File: config.mk
export PLATFORM = sky130hd
export DESIGN_NAME = fetch32
export DESIGN_NICKNAME = d
export VERILOG_FILES = /design/src/rtl/fetch32.sv
export SDC_FILE = /design/constraint.sdc
export NUM_CORES = 1
export LEC_CHECK = 0
export ABC_AREA = 1
export CAP_MARGIN = 20
export CORE_ASPECT_RATIO = 1.25
export CORE_MARGIN = 2
export CORE_UTILIZATION = 50
export CTS_CLUSTER_DIAMETER = 80
export DETAILED_ROUTE_END_ITERATION = 7
export PLACE_DENSITY = 0.93
export SLEW_MARGIN = 20
export SYNTH_ARGS = -nofsm -noshare
export SYNTH_HDL_FRONTEND = slang
export SYNTH_SLANG_ARGS = --single-unit
File: constraint.sdc
create_clock -name clk -period 3.7 [get_ports clk]
set_input_delay 0.925 -clock clk [delete_from_list [all_inputs] [get_ports clk]]
set_output_delay 0.925 -clock clk [all_outputs]
set_load 0.005 [all_outputs]
File: src/rtl/fetch32.sv
// fetch32: instruction fetch stage feeding idec32.
// Owns the fetch PC, drives the synchronous instruction RAM address and
// presents one instruction per cycle with its address and valid flag.
// Taken branches redirect fetch with a single bubble; a downstream stall
// freezes the presented instruction, capturing the RAM word so the output
// survives the RAM re-reading the held fetch address.
//
// Flow control: stall is plain backpressure from the decoder. While stall=1
// the decoder is not consuming, so instr/instr_pc/instr_valid must not change
// on the following edge. An instruction is consumed on every rising edge with
// instr_valid=1 and stall=0. br_taken is only acted on in such a cycle.
module fetch32 #(
  parameter logic [31:0] RESET_PC  = 32'h0000_0000,
  parameter logic [31:0] NOP_INSTR = 32'hE1A0_0000
) (
  input  logic        clk,
  input  logic        nreset,
  input  logic        stall,
  input  logic        br_taken,
  input  logic [23:0] br_offset,
  output logic [31:0] imem_addr,
  input  logic [31:0] imem_data,
  output logic [31:0] instr,
  output logic [31:0] instr_pc,
  output logic        instr_valid,
  output logic [31:0] pc_plus8,
  output logic [31:0] link_addr
);

  logic [31:0] fpc;
  logic        valid;
  logic [31:0] hold_reg;
  logic        hold_valid;

  logic        br_accept;
  logic [31:0] br_disp;
  logic [31:0] br_target;

  // Branch resolution: imm24 is a signed word offset relative to PC+8.
  always_comb begin
    br_accept = br_taken & valid & ~stall;
    br_disp   = {{6{br_offset[23]}}, br_offset, 2'b00};
    br_target = instr_pc + 32'd8 + br_disp;
  end

  // Output selection: squashed slots show the NOP, stalled slots the held word.
  always_comb begin
    imem_addr   = fpc;
    instr_valid = valid;
    pc_plus8    = instr_pc + 32'd8;
    link_addr   = instr_pc + 32'd4;
    if (!valid)
      instr = NOP_INSTR;
    else if (hold_valid)
      instr = hold_reg;
    else
      instr = imem_data;
  end

  // Fetch PC, presented-PC and valid: advance, redirect, or hold under stall.
  always_ff @(posedge clk or negedge nreset) begin
    if (!nreset) begin
      fpc      <= RESET_PC;
      instr_pc <= RESET_PC;
      valid    <= 1'b0;
    end else if (!stall) begin
      if (br_accept) begin
        // The sequential word already requested is the wrong path; drop it.
        fpc   <= br_target;
        valid <= 1'b0;
      end else begin
        fpc      <= fpc + 32'd4;
        instr_pc <= fpc;
        valid    <= 1'b1;
      end
    end
  end

  // Stall capture: grab the RAM word once, release on the first free cycle.
  always_ff @(posedge clk or negedge nreset) begin
    if (!nreset) begin
      hold_reg   <= 32'h0;
      hold_valid <= 1'b0;
    end else if (stall) begin
      if (!hold_valid) begin
        hold_reg   <= imem_data;
        hold_valid <= 1'b1;
      end
    end else begin
      hold_valid <= 1'b0;
    end
  end

endmodule

==> key figures <==
Global routing
  • GR Util met3: 0.04492
  • Initial antenna violation count: 0
  • Met2 Track Usage GR: 0.5616
  • GR Overflow Total: 0
  • Most Used Layer, Global Route: met2
  • Largest net degree at the start of global routing: 65
  • Number of global-route vias before repair: 8574
  • GRT Total Usage: 0.3199
  • Global-route wire length before repair: 43.90 mm
  • GRT met1 Usage: 0.3888

STA
  • Fin. max-slew vios: 0
  • FMAX: 0.2756 GHz
  • Crit path time final: 3628 ps
  • Slew HR: 0.5563
  • Hold Fails Final Rpt: 0
  • Final Worst Setup Slack: 71.87 ps
  • Unrepaired setup endpoints after global routing: yes
  • Least-Margin Pin Slew: 665.5 ps
  • Hold Worst Slack: 489.1 ps
  • Final setup violation count: 0
  • Share of the clock period used by the worst path after layout: 0.9806
  • Clock skew: 6.844 ps

Pwr
  • Pwr per Cell Area: 659.7 nW/um^2
  • VDD IR max: 322.9 uV
  • Static Leak: 5.326 nW

Worst setup path
  • Most frequent CP cell: nand2_2
  • Worst Path Buf+Inv: 1
  • Worst Setup End Kind: output port
  • Cells along the critical path: nand2_2 > nor2_2 > nand2_2 > nor2_4 > nand2_2 > nor3_2 > xor2_2 > clkdlybuf4s50_1
  • CP Depth: 8
  • Worst r2r path cells: 18
  • Max incr delay on CP: 570 ps
  • Worst EP required: 2770 ps
  • Critical path arrival: 2700 ps
  • Slowest-stage cell, CP: clkdlybuf4s50_1
  • Crit path max-delay family: simple AND/OR/NAND/NOR gates
  • Element type at the critical path start: flip-flop
  • Crit Path Category: reg2out
  • CP max FO: 6

Synth
  • Post-Syn Area: 8114 um^2
  • Post-synth ARST share: 1.000
  • Register area share after synthesis: 0.3022
  • Synth area leaders: dfrtp_1 30%, nand2_1 17%, inv_1 7.2%
  • Compound-Gate Fraction of Synth Area: 0.08759
  • Seq cells post-synth: 98
  • Post-synth top area cell: dfrtp_1
  • Mux share of post-synthesis cell area: 0.03948
  • Post-Synthesis Cells: 1216
  • Syn avg cell area: 6.673 um^2
  • Yosys warnings: 0
  • Largest family of logic cells by synthesized area: simple AND/OR/NAND/NOR gates
  • Syn nets: 1310
  • Synth Area in XOR/XNOR: 0.07232
  • Post-synthesis simple-gate area fraction: 0.3480
  • Post-synth EDFFs: 0
  • Top FF cell, synth: dfrtp_1
  • Post-synthesis cell type count: 39
  • Share of the synthesized area in the top cell type: 0.3022
  • Adder-Cell Fraction of Synth Area: 0.05335

Die
  • Core area: 16070 um^2
  • Die W: 117.9 um
  • Initial Util: 0.5049
  • Row Count: 52
  • Die area: 17270 um^2
  • Number of I/O pins: 221
  • DIE HEIGHT: 146.4 um

Route
  • Antenna viol nets, final: 0
  • Routed len/inst: 17.04 um
  • DR iter-0 viols: 752
  • Via density: 5.430
  • Routed WL: 28.13 mm
  • Vias: 8965
  • TritonRoute pass-1 iters: 5
  • DRC errors left: 0

Clock network
  • H-Tree Depth: 3
  • Clock Sinks: 98
  • Skew-Pair Late Insertion Delay: 350 ps
  • Hold Buf Count CTS: 0
  • Clock Tree Root: clkbuf_16
  • TritonCTS clock tree: built
  • Worst-case clock buffer depth: 2
  • CTS clk-pin slew, worst paths: 70 ps
  • Num CTS Buffers: 9

Layout
  • # fillers: 1320
  • Area growth, synth to finish: 34.50%
  • Share of cells above drive strength 1: 0.06481
  • Cell area after layout: 10910 um^2
  • Nets@finish: 1524
  • Inserted Diodes: 0

Place
  • Placement Cell Area: 10500 um^2
  • Placement Setup Slack: 281.6 ps
  • Gp weighted congestion: 0.9916
  • Final HPWL DP: 22.52 mm
  • IO Port Bufs: 220

Flow run
  • Max Cap Viol: 0

Worst hold path
  • HP Class: reg2reg
  • WHS Path Cells: 2

Outcome
  • Status: finished, final reports clean
## metal layers
metal | routed length (um) | vias to the layer above
li1 | - | 4281
met1 | 10930 | 4136
met4 | 1243 | 0
met5 | 0 | -
met2 | 13850 | 456
met3 | 2101 | 92
## what timing repair did
action | CTS | global route
buffers inserted | 2 | 5
pin swaps | 0 | 5
gates resized for setup | 3 | 9
endpoints found under the setup margin | 4 | 15
## power by group
group	internal, mW	switching (mW)
Sequential	1.40	0.599
Combinational	1.99	2.24
Clock	0.544	0.419
Total	3.94	3.26
## worst paths after layout
path	slack, ps	start	endpoint
worst max-delay path	70	instr_pc[6]$_DFFE_PN0P_	pc_plus8[22]
worst min-delay path	490	hold_reg[6]$_DFFE_PN0P_	hold_reg[6]$_DFFE_PN0P_
worst max register to register	280	instr_pc[6]$_DFFE_PN0P_	imem_addr[22]$_DFFE_PN0N_
worst min register to register	490	hold_reg[6]$_DFFE_PN0P_	hold_reg[6]$_DFFE_PN0P_
max in group asynchronous	2240	nreset	hold_valid$_DFF_PN0_
min in group asynchronous	590	nreset	hold_reg[18]$_DFFE_PN0P_
## synthesized netlist by cell type (6+ instances only)
cell type / instances
nand2_1: 368
inv_1: 156
nor2_1: 118
dfrtp_1: 98
nand3_1: 78
o21ai_0: 76
xor2_1: 62
a21oi_1: 35
ha_1: 33
mux2i_1: 32
nand4_1: 21
clkbuf_1: 14
o21ai_1: 14
buf_2: 13
nor2_2: 13
nor3_1: 13
nand2_2: 8
nor2_4: 8
inv_2: 6
## logic make-up (layout without fill, tap and decap cells)
group | Yosys count | count (layout)
xor+xnor | 67 | 67
mux | 32 | 32
compound gates | 136 | 136
fa+ha+maj | 34 | 34
flops | 98 | 98
buf+inv | 200 | 419
simple gates | 649 | 649
## layout make-up
type                       instances  area (um^2)  share of cell area
timing repair buffer             239         2342              0.2146
clock inverter                     6        66.31            0.006077
tap                              216        270.3             0.02476
inverter                         164        615.6             0.05641
multi-input combinational        918         4920              0.4508
sequential                        98         2460              0.2254
clock buffer                      10        239.0             0.02190
## metrics by stage
stage | instances | setup TNS (ps) | power, mW | utilization
after global routing | 1651 | -146.7 | 7.659 | 0.6791
after global placement | 1628 | 0 | 6.012 | 0.6536
final | 1651 | 0 | 7.199 | 0.6791
after CTS | 1646 | -21.70 | 7.095 | 0.6746
after floorplan | 1216 | 0 | 3.971 | -
after detailed placement | 1628 | 0 | 6.091 | 0.6536
## layout by cell type, fill, tap and decap left out, drive strengths merged
cell	count
o21bai	4
clkbuf	10
nand4	21
or2	1
buf	20
xnor2	5
o31ai	1
inv	162
bufinv	1
nor2	140
o21ai	90
clkdlybuf4s50	219
mux2i	32
nand3	81
o211ai	2
nand3b	5
and3	1
nor3	15
xor2	62
a21oi	35
nand2	379
fa	1
nor4	4
dfrtp	98
a21o	3
clkinv	7
a221o	1
ha	33
and2	2
## tightest hold or removal path: cells and delay by family, from the launching register on
family | cells | cell delay [ps]
AO/OA/AOI/OAI | 1 | 60
flip-flops | 1 | 340
AND/OR/NAND/NOR | 1 | 50
(Power assumes the default switching activity.)
